$ cat src/rtl/instr_encoder_pkg.sv
// -----------------------------------------------------------------------------
// instr_encoder_pkg
//   Shared definitions for the RV32I instruction encoder: instruction format
//   codes, rejection codes, common opcodes, the control FSM state type and a
//   small helper that checks whether a value fits a signed field.
// -----------------------------------------------------------------------------
package instr_encoder_pkg;

  // Instruction formats (3-bit code on the fmt input); 6 and 7 are illegal.
  localparam logic [2:0] FMT_R = 3'd0;
  localparam logic [2:0] FMT_I = 3'd1;
  localparam logic [2:0] FMT_S = 3'd2;
  localparam logic [2:0] FMT_B = 3'd3;
  localparam logic [2:0] FMT_U = 3'd4;
  localparam logic [2:0] FMT_J = 3'd5;

  // Rejection codes reported on err_code.
  localparam logic [1:0] ERR_RANGE    = 2'd0;
  localparam logic [1:0] ERR_MISALIGN = 2'd1;
  localparam logic [1:0] ERR_ULOW     = 2'd2;
  localparam logic [1:0] ERR_FMT      = 2'd3;

  // Common RV32I opcodes.
  localparam logic [6:0] OPCODE_LUI    = 7'b0110111;
  localparam logic [6:0] OPCODE_AUIPC  = 7'b0010111;
  localparam logic [6:0] OPCODE_JAL    = 7'b1101111;
  localparam logic [6:0] OPCODE_JALR   = 7'b1100111;
  localparam logic [6:0] OPCODE_BRANCH = 7'b1100011;
  localparam logic [6:0] OPCODE_LOAD   = 7'b0000011;
  localparam logic [6:0] OPCODE_STORE  = 7'b0100011;
  localparam logic [6:0] OPCODE_OPIMM  = 7'b0010011;
  localparam logic [6:0] OPCODE_OP     = 7'b0110011;

  typedef enum logic [1:0] {
    ST_IDLE   = 2'd0,
    ST_ACTIVE = 2'd1,
    ST_DRAIN  = 2'd2,
    ST_DONE   = 2'd3
  } state_t;

  // True when v is representable as a signed number of 'bits' bits, i.e. all
  // bits from the field's sign bit upward are copies of that sign bit.
  function automatic logic fits_signed(input logic [31:0] v, input int unsigned bits);
    logic [31:0] s;
    s = $signed(v) >>> (bits - 1);
    return (s == '0) || (s == '1);
  endfunction

endpackage

$ cat src/rtl/instr_encoder_pack.sv
// -----------------------------------------------------------------------------
// instr_pack
//   Combinational field packer and legality check for one request.
//   Ports:
//     fmt, opcode, rd, rs1, rs2, funct3, funct7, imm : request fields
//     word     : packed 32-bit instruction (meaningful only when ok)
//     ok       : request is legal and should be written
//     err_code : reason for rejection when !ok
//   Priority when several checks fail: bad fmt > range > misaligned > U low bits.
// -----------------------------------------------------------------------------
module instr_pack
  import instr_encoder_pkg::*;
(
  input  logic [2:0]  fmt,
  input  logic [6:0]  opcode,
  input  logic [4:0]  rd,
  input  logic [4:0]  rs1,
  input  logic [4:0]  rs2,
  input  logic [2:0]  funct3,
  input  logic [6:0]  funct7,
  input  logic [31:0] imm,
  output logic [31:0] word,
  output logic        ok,
  output logic [1:0]  err_code
);

  // B and J ranges stop at the largest even value, so the odd top value of the
  // signed field counts as out of range (range outranks misalignment).
  logic b_in_range;
  logic j_in_range;

  assign b_in_range = fits_signed(imm, 13) && (imm != 32'h0000_0FFF);
  assign j_in_range = fits_signed(imm, 21) && (imm != 32'h000F_FFFF);

  always_comb begin
    word     = '0;
    ok       = 1'b1;
    err_code = ERR_RANGE;
    case (fmt)
      FMT_R: begin
        word = {funct7, rs2, rs1, funct3, rd, opcode};
      end
      FMT_I: begin
        word = {imm[11:0], rs1, funct3, rd, opcode};
        if (!fits_signed(imm, 12)) begin
          ok       = 1'b0;
          err_code = ERR_RANGE;
        end
      end
      FMT_S: begin
        word = {imm[11:5], rs2, rs1, funct3, imm[4:0], opcode};
        if (!fits_signed(imm, 12)) begin
          ok       = 1'b0;
          err_code = ERR_RANGE;
        end
      end
      FMT_B: begin
        word = {imm[12], imm[10:5], rs2, rs1, funct3, imm[4:1], imm[11], opcode};
        if (!b_in_range) begin
          ok       = 1'b0;
          err_code = ERR_RANGE;
        end else if (imm[0]) begin
          ok       = 1'b0;
          err_code = ERR_MISALIGN;
        end
      end
      FMT_U: begin
        word = {imm[31:12], rd, opcode};
        if (imm[11:0] != 12'd0) begin
          ok       = 1'b0;
          err_code = ERR_ULOW;
        end
      end
      FMT_J: begin
        word = {imm[20], imm[10:1], imm[11], imm[19:12], rd, opcode};
        if (!j_in_range) begin
          ok       = 1'b0;
          err_code = ERR_RANGE;
        end else if (imm[0]) begin
          ok       = 1'b0;
          err_code = ERR_MISALIGN;
        end
      end
      default: begin
        ok       = 1'b0;
        err_code = ERR_FMT;
      end
    endcase
  end

endmodule

$ cat src/rtl/instr_encoder.sv
// -----------------------------------------------------------------------------
// instr_encoder
//   Sequential RV32I instruction assembler. Each accepted request is packed
//   into a 32-bit word and written to instruction memory through a one-entry
//   output register; illegal requests are consumed, dropped and flagged.
//
//   Handshakes (both sides): a transfer happens on a rising clk edge where
//   valid && ready are both high. A producer holds valid and its payload stable
//   until that edge; valid never depends on ready. in_ready is combinational
//   on out_ready so a new word can load in the same cycle the old one drains.
//
//   Ports:
//     clk, rst            clock, synchronous active-high reset
//     start, finish       program begin / end pulses
//     in_valid, in_ready  request handshake
//     fmt..imm            request fields
//     out_valid, out_ready, out_addr, out_data   imem write port
//     err_valid, err_code, err_count             rejection reporting
//     done                program complete
//     dbg_state           current control state (state_t encoding)
// -----------------------------------------------------------------------------
module instr_encoder
  import instr_encoder_pkg::*;
#(
  parameter logic [31:0] BASE_ADDR = 32'h0,
  parameter int          DEPTH     = 256,
  parameter int          CNT_W     = 8
) (
  input  logic             clk,
  input  logic             rst,
  input  logic             start,
  input  logic             finish,
  input  logic             in_valid,
  output logic             in_ready,
  input  logic [2:0]       fmt,
  input  logic [6:0]       opcode,
  input  logic [4:0]       rd,
  input  logic [4:0]       rs1,
  input  logic [4:0]       rs2,
  input  logic [2:0]       funct3,
  input  logic [6:0]       funct7,
  input  logic [31:0]      imm,
  output logic             out_valid,
  input  logic             out_ready,
  output logic [31:0]      out_addr,
  output logic [31:0]      out_data,
  output logic             err_valid,
  output logic [1:0]       err_code,
  output logic [CNT_W-1:0] err_count,
  output logic             done,
  output logic [1:0]       dbg_state
);

  localparam int          WC_W      = $clog2(DEPTH + 1);
  localparam logic [31:0] LAST_ADDR = BASE_ADDR + 32'(4 * (DEPTH - 1));

  state_t          state;
  state_t          state_nxt;
  logic [WC_W-1:0] word_cnt;
  logic            room;
  logic            accept;
  logic            drain;
  logic            start_ok;
  logic [31:0]     pk_word;
  logic            pk_ok;
  logic [1:0]      pk_err;

  instr_pack u_pack (
    .fmt      (fmt),
    .opcode   (opcode),
    .rd       (rd),
    .rs1      (rs1),
    .rs2      (rs2),
    .funct3   (funct3),
    .funct7   (funct7),
    .imm      (imm),
    .word     (pk_word),
    .ok       (pk_ok),
    .err_code (pk_err)
  );

  assign room      = word_cnt < WC_W'(DEPTH);
  assign in_ready  = (state == ST_ACTIVE) && (!out_valid || out_ready) && room;
  assign accept    = in_valid && in_ready;
  assign drain     = out_valid && out_ready;
  assign start_ok  = start && ((state == ST_IDLE) || (state == ST_DONE));
  assign done      = (state == ST_DONE);
  assign dbg_state = state;

  always_ff @(posedge clk) begin
    if (rst) state <= ST_IDLE;
    else     state <= state_nxt;
  end

  always_comb begin
    state_nxt = state;
    case (state)
      ST_IDLE:   if (start) state_nxt = ST_ACTIVE;
      // A request accepted together with finish still lands; the drain state
      // then waits for it to leave the output register.
      ST_ACTIVE: if (finish || !room) state_nxt = ST_DRAIN;
      ST_DRAIN:  if (!out_valid) state_nxt = ST_DONE;
      ST_DONE:   if (start) state_nxt = ST_ACTIVE;
      default:   state_nxt = ST_IDLE;
    endcase
  end

  // Output register, address/word counter and error reporting. out_addr
  // always names the slot of the pending (or next) word; it advances when a
  // word drains, so a same-cycle load lands at the new address.
  always_ff @(posedge clk) begin
    if (rst) begin
      out_valid <= 1'b0;
      out_data  <= '0;
      out_addr  <= BASE_ADDR;
      word_cnt  <= '0;
      err_valid <= 1'b0;
      err_code  <= '0;
      err_count <= '0;
    end else begin
      err_valid <= 1'b0;
      if (start_ok) begin
        out_valid <= 1'b0;
        out_addr  <= BASE_ADDR;
        word_cnt  <= '0;
        err_count <= '0;
      end else begin
        if (drain) begin
          out_valid <= 1'b0;
          out_addr  <= (out_addr == LAST_ADDR) ? BASE_ADDR : out_addr + 32'd4;
        end
        if (accept) begin
          if (pk_ok) begin
            out_valid <= 1'b1;
            out_data  <= pk_word;
            word_cnt  <= word_cnt + WC_W'(1);
          end else begin
            err_valid <= 1'b1;
            err_code  <= pk_err;
            if (err_count != '1) err_count <= err_count + CNT_W'(1);
          end
        end
      end
    end
  end

endmodule

$ cat config.mk
export PLATFORM = sky130hd
export DESIGN_NAME = instr_encoder
export DESIGN_NICKNAME = d
export VERILOG_FILES = /design/src/rtl/instr_encoder_pkg.sv /design/src/rtl/instr_encoder_pack.sv /design/src/rtl/instr_encoder.sv
export SDC_FILE = /design/constraint.sdc
export NUM_CORES = 1
export LEC_CHECK = 0
export CAP_MARGIN = 20
export CORE_UTILIZATION = 45
export DETAILED_ROUTE_END_ITERATION = 12
export PLACE_DENSITY = 0.81
export SETUP_SLACK_MARGIN = 0.02
export SLEW_MARGIN = 15
export SYNTH_ARGS = -nofsm -noshare
export SYNTH_HDL_FRONTEND = slang
export SYNTH_HIERARCHICAL = 1
export SYNTH_SLANG_ARGS = --single-unit
export TNS_END_PERCENT = 20
$ cat constraint.sdc
create_clock -name clk -period 5.7 [get_ports clk]
set_clock_uncertainty 0.1 [all_clocks]
set_input_delay 1.71 -clock clk [delete_from_list [all_inputs] [get_ports clk]]
set_output_delay 1.71 -clock clk [all_outputs]
set_load 0.01 [all_outputs]
==> results of run 1 <==
[path summary, 6_finish.rpt]
kind,start,to,slack [ns],depth (start not counted)
worst min-delay path,out_data[22],out_data[22],0.35,2
worst min register to register,out_data[22],out_data[22],0.35,2
worst max register to register,out_addr[10],out_addr[27],3.30,5
worst max-delay path,out_ready,in_ready,0.91,4
[layout make-up]
type                       instances  area share [%]
clock inverter                     4            1.24
multi-input combinational        445            40.3
sequential                        85            27.2
clock buffer                      12            2.64
tap                              129            2.58
timing repair buffer             158            25.0
inverter                          16           0.961
[metal layers]
layer	global-route usage, %	share of wire (%)	wire, um
met2	43.7	48	6050
met5	0	0	0
met1	30.5	42	5290
met4	7.36	2.1	266
met3	7.28	7.5	947
[flip-flops by register name, summed over array words and instances, names as in the netlist]
register	flops
out_valid	1
dbg_state	2
err_count	8
word_cnt	9
out_addr	30
err_valid	1
err_code	2
out_data	32
[cell families (layout without fill, tap and decap cells)]
logic type	Yosys count	after routing	share of synthesized area (%)
adder cells (fa/ha/maj)	6	6	1.70
buffers and inverters	45	190	4.34
AO/OA/AOI/OAI	105	105	14.5
AND/OR/NAND/NOR	285	285	31.2
other	1	2	0.0851
flip-flops	85	85	38.6
multiplexers	10	10	2.27
XOR/XNOR	37	37	7.35
[power by group]
part           total (uW)  switching [uW]  leakage (uW)  internal (uW)
registers             621            15.7      0.000685            605
logic                 267             141       0.00135            126
clock network         500             215      0.000123            285
total                1390             371       0.00215           1020
[worst max-delay path, stage by stage]
cell and delay [ns]:
clkdlybuf4s50_1 0.51, nor2b_1 0.09, nor2_1 0.12, clkdlybuf4s50_1 0.55
[through the flow]
step                      total power, uW  util [%]
after floorplan                       777         -
after global placement                891      64.1
after detailed placement              899      64.1
after CTS                            1400      66.7
after global routing                 1450      66.7
final                                1390      66.7
[placed cells by master, fill, tap and decap left out, types with 8 or more instances in the layout]
cell               n
buf_4              8
mux2i_1           10
clkbuf_8          12
o21ai_0           22
dfxtp_1           85
nor2_1            62
xnor2_1           12
nand2_1          107
and2_1             8
a22o_1             8
nor3_1             9
nor4_1            16
inv_1             16
clkdlybuf4s50_1  150
nand4_1           30
a21oi_1           53
xor2_1            25
nand3_1           20
==> results by group, run 1 <==
Worst setup path
  – Critical path class: input port to output port
  – Startpoint Class: input port
  – WP data required: 3.89 ns
  – Crit-path max FO: 2
  – Critical path arrival: 2.98 ns
  – Endpoint class of the critical path: output port

Floorplan
  – Core area: 9370 um^2
  – Die Span X: 101 um
  – Die area: 10200 um^2
  – Num rows: 35
  – Die height: 101 um
  – Initial Util: 47.0%
  – # IOs: 153

Status
  – Status: complete, no violations

Synth
  – Most frequent cell after synthesis: nand2_1
  – Synth Flop Type: dfxtp_1
  – Synth top area share: 38.6%
  – Avg Cell Area, Syn: 7.68 um^2
  – Post-Syn Instances: 574
  – Yosys warning count: 6
  – Yosys top cell by area: dfxtp_1
  – Register bit total from synthesis: 85
  – EDFF count, synth: 0
  – Synth Cell Area: 4410 um^2
  – Area contributors post-synth: dfxtp_1, nand2_1, a21oi_1
  – Post-synth top cells: nand2_1, dfxtp_1, nor2_1, a21oi_1, nand4_1
  – Sequential area share after synthesis: 38.6%
  – Post-synthesis cell type count: 45
  – Share of flip-flops with an asynchronous set or reset: 0%

Placement
  – Dpl hpwl: 9470 um
  – Pre-CTS WS: 0.542 ns
  – Cell Area, Placed: 6010 um^2
  – Input/output buffers: 150
  – Post-placement cell count: 833
  – GPL Wtd Cong: 1.04

Timing
  – Slew margin rel.: 47.6%
  – FMAX: 209 MHz
  – Final period utilization: 84.0%
  – Final setup margin: 0.912 ns
  – RSZ-0062 raised after global routing: no
  – Slew Limit Fails: 0
  – Final setup fails: 0
  – TNS Setup: 0 ns
  – Final worst path period need: 4.79 ns
  – Final Hold Fails: 0
  – Worst-Margin Slew: 0.780 ns
  – Hold Slack: 0.354 ns

Clock tree
  – CTS Buffer Depth: 2
  – Post-CTS sizing: 0
  – TritonCTS clock tree: done
  – H-tree Lvls: 3
  – Clk pin slew, worst setup/hold paths: 0.08 ns
  – Root Driver: clkbuf_8
  – TritonCTS Buffers: 9
  – CTS Hold Bufs: 0
  – Clock latency on the worst-skew pair: 0.35 ns
  – Post-CTS setup buffer count: 0
  – Clock Sinks: 85

Final layout
  – FILL cells: 863
  – N_diodes: 0
  – Layout cells sized above 1: 4.58%
  – Multi-input logic area: 2520 um^2
  – Non-filler instance count after layout: 849
  – Synthesis-to-layout area growth: 41.8%
  – Finished Cell Area: 6250 um^2
  – Register area: 1700 um^2
  – Nets@finish: 794

Pwr
  – Power Density: 222 nW/um^2
  – Pleak: 0.00215 uW
  – Worst VDD drop: 0.165 mV

GRT
  – Initial antenna violation count: 0
  – Vias in the first global route: 4395
  – Total track usage: 25.3%
  – Total grt overflow: 0
  – Pin count of the biggest net entering global routing: 39
  – First-pass GRT wire length: 20800 um

Detailed routing
  – WL/cell: 14.8 um
  – Vias per cell: 5.48
  – DRT iter0 DRCs: 256
  – Routed WL: 12600 um
  – Final ANT Viol Nets: 0
  – Pre-Repair DR Iteration Count: 5
  – Drt drc: 0
  – Via count: 4653

Min path
  – Min-delay worst type: flip-flop to flip-flop

Run
  – Max-Cap Viols: 0
Note: power is estimated with default switching activity, not from simulation.
==> run 2: changes to the inputs <==
clock period = 4.65 ns   (was 5.7 ns; I/O delays follow)
==> run 2 against run 1 <==
  * Worst setup slack got worse by 0.64 ns
  * Core utilization increased by 0.45 points
  * Highest routed layer unchanged
  * Die area unchanged
  * Worst hold slack improved by 0.0026 ns
  * Power increased by 18%
  * Combinational power increased by 25%
  * Global-route usage increased by 0.23 points
  * Flip-flop and latch count unchanged
  * Via count increased by 0.30%
  * First-iteration DRC count decreased by 42%
  * Register-to-register slack got worse by 1.0 ns
  * Sequential share of layout area decreased by 0.18 points
==> results by group, run 2 (synthesis gave the netlist of run 1 again) <==
Min path
  – Min-delay worst type: flip-flop to flip-flop

Floorplan
  – Initial Util: 47.0% (unchanged)
  – Die Span X: 101 um (unchanged)
  – Num rows: 35 (unchanged)
  – # IOs: 153 (unchanged)
  – Die area: 10200 um^2 (unchanged)
  – Die height: 101 um (unchanged)
  – Core area: 9370 um^2 (unchanged)

Detailed routing
  – Drt drc: 0 (unchanged)
  – WL met1: 5420 um (+2.3%)
  – Routed WL: 12700 um (+1.0%)
  – DR top layer: met4
  – DR WL met3: 789 um (-17%)
  – Pre-Repair DR Iteration Count: 5 (unchanged)
  – DRT iter0 DRCs: 148 (-42%)
  – WL/cell: 14.8 um (+0.19%)
  – Met2 WL post-DR: 6110 um (+1.0%)
  – Via count: 4667 (+0.30%)
  – Vias per cell: 5.45 (-0.52%)
  – Final ANT Viol Nets: 0 (unchanged)

Worst setup path
  – Crit-path max FO: 4 (+2)
  – R2r setup slk: 2.25 ns (-1.05 ns)
  – CP top delay family: simple AND/OR/NAND/NOR gates
  – CP max-delay cell: or4_4
  – Reg2reg start: out_addr[10]
  – Largest stage delay on the critical path: 0.56 ns (about the same)
  – Crit path depth: 10 (+6)
  – Startpoint Class: input port
  – Reg2reg path depth: 5 (unchanged)
  – Buffers & Inverters on Critical Path: 1 (-1)
  – WP data required: 4.80 ns (+0.91 ns)
  – Endpoint class of the critical path: flip-flop
  – Critical path class: input port to flip-flop
  – Worst Setup SP: imm[29]
  – CP Cell Sequence: clkdlybuf4s50_1, or4_4, or4_1, o2111a_1, a22oi_2, o221ai_2, nand4b_1, a31oi_1, mux2i_1, nor2_1
  – Critical Path End: err_count[1]
  – Critical path arrival: 4.53 ns (+1.55 ns)
  – Crit Reg-Reg Endpoint: out_addr[2]

Status
  – Status: complete, no violations

Pwr
  – Pleak: 0.00218 uW (+1.2%)
  – Worst VDD drop: 0.170 mV (+3.1%)
  – Power Density: 261 nW/um^2 (+18%)

Clock tree
  – Post-CTS sizing: 0 (unchanged)
  – Clock Sinks: 85 (unchanged)
  – Post-CTS setup buffer count: 0 (unchanged)
  – TritonCTS Buffers: 9 (unchanged)
  – CTS Buffer Depth: 2 (unchanged)
  – TritonCTS clock tree: done
  – Root Driver: clkbuf_8
  – Clk pin slew, worst setup/hold paths: 0.09 ns (about the same)
  – H-tree Lvls: 3 (unchanged)
  – CTS Hold Bufs: 0 (unchanged)
  – Clock latency on the worst-skew pair: 0.36 ns (about the same)

Timing
  – Final worst path period need: 4.38 ns
  – Final setup fails: 0 (unchanged)
  – Slew Limit Fails: 0 (unchanged)
  – Final setup margin: 0.269 ns (-0.643 ns)
  – Worst-Margin Slew: 0.775 ns (-0.00436 ns)
  – Final period utilization: 94.2%
  – Slew margin rel.: 47.8% (+0.25 points)
  – Final Hold Fails: 0 (unchanged)
  – RSZ-0062 raised after global routing: no
  – TNS Setup: 0 ns (unchanged)
  – FMAX: 228 MHz

Placement
  – Dpl hpwl: 9560 um (+0.96%)
  – Cell Area, Placed: 6080 um^2 (+1.3%)
  – Pre-CTS WS: -0.0785 ns (-0.620 ns)
  – GPL Wtd Cong: 0.965 (-7.4%)
  – Input/output buffers: 150 (unchanged)

Final layout
  – Synthesis-to-layout area growth: 42.8%
  – Commonest cells after routing, fill and taps aside: clkdlybuf4s50_1, nand2_1, dfxtp_1
  – Commonest non-fill, non-tap cell in the layout: clkdlybuf4s50_1
  – Layout cells sized above 1: 5.50% (+0.92 points)
  – Max reg flops: 32 (unchanged)
  – Biggest regs: out_data (32), out_addr (30), word_cnt (9)
  – Top reg by flops: out_data
  – N_diodes: 0 (unchanged)
  – Finished Cell Area: 6290 um^2 (+0.68%)
  – Layout Utilization: 67.1% (+0.45 points)
  – Nets@finish: 801 (+0.88%)

GRT
  – Total grt overflow: 0 (unchanged)
  – Total track usage: 25.5% (+0.23 points)
  – Pin count of the biggest net entering global routing: 39 (unchanged)
  – Vias in the first global route: 4503 (+2.5%)
  – First-pass GRT wire length: 20800 um (+0.23%)
  – Initial antenna violation count: 0 (unchanged)

Run
  – Max-Cap Viols: 0 (unchanged)
-- run 2: cell count changes in the layout (fill, tap and decap cells not counted) --
cell	before	now
buf_4	8	13
clkbuf_8	12	9
buf_12	0	2
clkinv_4	1	3
inv_8	0	2
bufinv_16	2	1
clkinv_2	0	1
inv_6	1	0
-- run 2: area by class of cell --
| class | count | area, um^2 |
|---|---|---|
| Inverter | 16 | 60.1 |
| Clock buffer | 9 | 124 |
| Timing Repair Buffer | 165 | 1640 |
| Fill cell | 818 | 3080 |
| Sequential cell | 85 | 1700 |
| Clock inverter | 7 | 83.8 |
| Multi-Input combinational cell | 445 | 2520 |
| Tap cell | 129 | 161 |
-- run 2: metal layers --
layer | vias up | GRT usage (%)
met1 | 2175 | 29.9
li1 | 2309 | -
met2 | 152 | 44.4
met5 | - | 0
met3 | 31 | 6.24
met4 | 0 | 10.8
-- run 2: worst min path at each step --
| stage | start | to | slack, ns | cells after the start |
|---|---|---|---|---|
| CTS | out_data[25] | out_data[25] | 0.36 | 2 |
| floorplan | word_cnt[8] | word_cnt[8] | 0.35 | 2 |
| finish | out_data[25] | out_data[25] | 0.36 | 2 |
| detailed placement | out_data[24] | out_data[24] | 0.35 | 2 |
| global placement | out_data[25] | out_data[25] | 0.34 | 2 |
| global route | out_data[24] | out_data[24] | 0.38 | 2 |
-- run 2: report_power, final --
group,leakage [uW],internal (uW),switching (uW)
Sequential,0.000685,742,18.2
Clock,0.000107,258,291
Combinational,0.00139,160,174
Total,0.00218,1160,484
-- run 2: tightest hold or removal path, cell delays in order, from the launching register on --
cell and delay (ns):
dfxtp_1 0.31, nand2_1 0.05, a21oi_1 0.05
-- run 2: per-stage QoR --
stage | cells | power (uW) | hold slack, ns
after CTS | 856 | 1650 | 0.359
after floorplan | 575 | 952 | 0.351
after global routing | 856 | 1720 | 0.376
after global placement | 840 | 1100 | 0.343
after detailed placement | 840 | 1110 | 0.349
final | 856 | 1640 | 0.357
==> run 3: changes to the inputs <==
CORE_UTILIZATION = 46   (was 45)
PLACE_DENSITY = 0.82   (was 0.81)
==> run 3 against run 2 <==
  * Critical path depth unchanged
  * Die area down 2.1%
  * Global-route usage grew 0.10 points
  * Combinational power rose by 1%
  * Worst hold slack improved by 0.0024 ns
  * Register-to-register slack gained 0.02 ns
  * Non-clock buffer count increased by 4
  * Clock-buffer cell count increased by 2
  * Clock power down 8.4%
  * Power fell by 2.7%
  * Via count is 0.79% higher
==> results by group, run 3 (synthesis gave the netlist of run 1 again) <==
Timing
  – Slew Limit Fails: 0 (unchanged)
  – TNS Setup: 0 ns (unchanged)
  – Final worst path period need: 4.36 ns (-0.0252 ns)
  – Slew margin rel.: 47.5% (-0.36 points)
  – Final Hold Fails: 0 (unchanged)
  – Worst-Margin Slew: 0.781 ns (+0.00530 ns)
  – Final setup fails: 0 (unchanged)
  – RSZ-0062 raised after global routing: no
  – Final period utilization: 93.7% (-0.54 points)
  – FMAX: 230 MHz (+0.58%)

Worst setup path
  – Crit-path max FO: 4 (unchanged)
  – Critical path class: input port to flip-flop
  – CP max-delay cell: or4_4
  – WP data required: 4.80 ns (about the same)
  – Worst Setup SP: imm[29]
  – Crit Reg-Reg Endpoint: out_addr[30]
  – Endpoint class of the critical path: flip-flop
  – Reg2reg start: out_addr[10]
  – CP Cell Sequence: clkdlybuf4s50_1, or4_4, or4_1, o2111a_1, a22oi_2, o221ai_2, nand4b_1, a311oi_1, and4_1, nor3_1
  – Critical path arrival: 4.50 ns (-0.03 ns)
  – Largest stage delay on the critical path: 0.55 ns (about the same)
  – Reg2reg path depth: 5 (unchanged)
  – Startpoint Class: input port
  – R2r setup slk: 2.27 ns (+0.02 ns)
  – Critical Path End: err_count[5]

Clock tree
  – Clock Sinks: 85 (unchanged)
  – Post-CTS setup buffer count: 0 (unchanged)
  – Root Driver: clkbuf_8
  – Clk pin slew, worst setup/hold paths: 0.09 ns (about the same)
  – TritonCTS clock tree: done
  – Post-CTS sizing: 0 (unchanged)
  – CTS Hold Bufs: 0 (unchanged)
  – TritonCTS Buffers: 9 (unchanged)
  – CTS Buffer Depth: 2 (unchanged)
  – H-tree Lvls: 3 (unchanged)
  – Clock latency on the worst-skew pair: 0.36 ns (about the same)

Status
  – Status: complete, no violations

Pwr
  – Worst VDD drop: 0.147 mV (-14%)
  – Pleak: 0.00219 uW (+0.30%)
  – Power Total: 1600 uW (-2.7%)
  – Power Density: 254 nW/um^2 (-2.9%)

Floorplan
  – Core area: 9240 um^2 (-1.4%)
  – # IOs: 153 (unchanged)
  – Initial Util: 47.7% (+0.67 points)
  – Die Span X: 99.9 um (-1.1%)
  – Num rows: 35 (unchanged)
  – Die area: 9980 um^2 (-2.1%)
  – Die height: 99.9 um (-1.1%)

Min path
  – Min-delay worst type: flip-flop to flip-flop

GRT
  – Total grt overflow: 0 (unchanged)
  – Total track usage: 25.6% (+0.10 points)
  – Vias in the first global route: 4502 (-0.022%)
  – Initial antenna violation count: 0 (unchanged)
  – Pin count of the biggest net entering global routing: 38 (-2.6%)
  – First-pass GRT wire length: 20800 um (-0.10%)

Detailed routing
  – Final ANT Viol Nets: 0 (unchanged)
  – Pre-Repair DR Iteration Count: 4 (-1)
  – Via count: 4704 (+0.79%)
  – Vias per cell: 5.47 (+0.32%)
  – Routed WL: 12500 um (-1.4%)
  – Drt drc: 0 (unchanged)
  – DRT iter0 DRCs: 202 (+36%)
  – WL/cell: 14.5 um (-1.8%)

Final layout
  – Commonest non-fill, non-tap cell in the layout: clkdlybuf4s50_1
  – Synthesis-to-layout area growth: 43.1%
  – Biggest regs: out_data (32), out_addr (30), word_cnt (9)
  – Top reg by flops: out_data
  – Nets@finish: 805 (+0.50%)
  – Max reg flops: 32 (unchanged)
  – Commonest cells after routing, fill and taps aside: clkdlybuf4s50_1, nand2_1, dfxtp_1
  – N_diodes: 0 (unchanged)
  – FILL cells: 750 (-8.3%)
  – Layout cells sized above 1: 6.02% (+0.52 points)

Placement
  – Dpl hpwl: 9420 um (-1.4%)
  – Input/output buffers: 150 (unchanged)
  – GPL Wtd Cong: 0.942 (-2.4%)

Run
  – Max-Cap Viols: 0 (unchanged)
-- run 3: cell count changes in the layout (fill, tap and decap cells not counted) --
cell	change
buf_4	+4
bufinv_16	-1
clkbuf_8	+2
clkinv_2	-1
clkinv_4	-2
clkinvlp_4	+2
inv_6	+2
inv_8	-2
-- run 3: cell type report --
class	instances	area, um^2	share of cell area, %
well taps	129	161	2.56
inverters	16	60.1	0.952
repair buffers	169	1670	26.5
clock buffers	11	151	2.40
clock inverters	5	41.3	0.655
multi-input cells	445	2520	40.0
flip-flops and latches	85	1700	27.0
-- run 3: worst max-delay path: cells and delay by family --
family | cells | cell delay [ns]
AOI/OAI and AO/OA | 4 | 1.03
buffers and inverters | 1 | 0.42
and+or+nand+nor | 5 | 1.66
-- run 3: how the worst min path moves through the flow --
stage,cells past startpoint,startpoint,slack (ns),to
after floorplan,2,word_cnt[8],0.35,word_cnt[8]
after global placement,2,out_data[3],0.34,out_data[3]
after detailed placement,2,out_data[8],0.35,out_data[8]
after CTS,2,out_data[8],0.36,out_data[8]
after global routing,2,out_data[8],0.38,out_data[8]
final,2,out_data[8],0.36,out_data[8]
-- run 3: report_power, final --
group          internal (uW)  switching, uW  total (uW)
combinational            162            176         338
sequential               742           15.4         758
clock                    228            275         503
-- run 3: metrics by stage --
step	hold slack (ns)	util [%]	cells	instance area (um^2)	setup WS, ns
after floorplan	0.351	-	575	4410	0.517
after global placement	0.342	66.2	844	6110	0.0550
after detailed placement	0.346	66.2	844	6110	-0.0371
after CTS	0.358	68.2	860	6310	0.325
after global routing	0.377	68.2	860	6310	0.213
final	0.359	68.2	860	6310	0.294
-- run 3: layer usage --
metal,GRT usage [%],wire length (um)
met1,30.2,5180
met2,44.6,6000
met3,6.34,1010
met4,10.4,312
met5,0,0
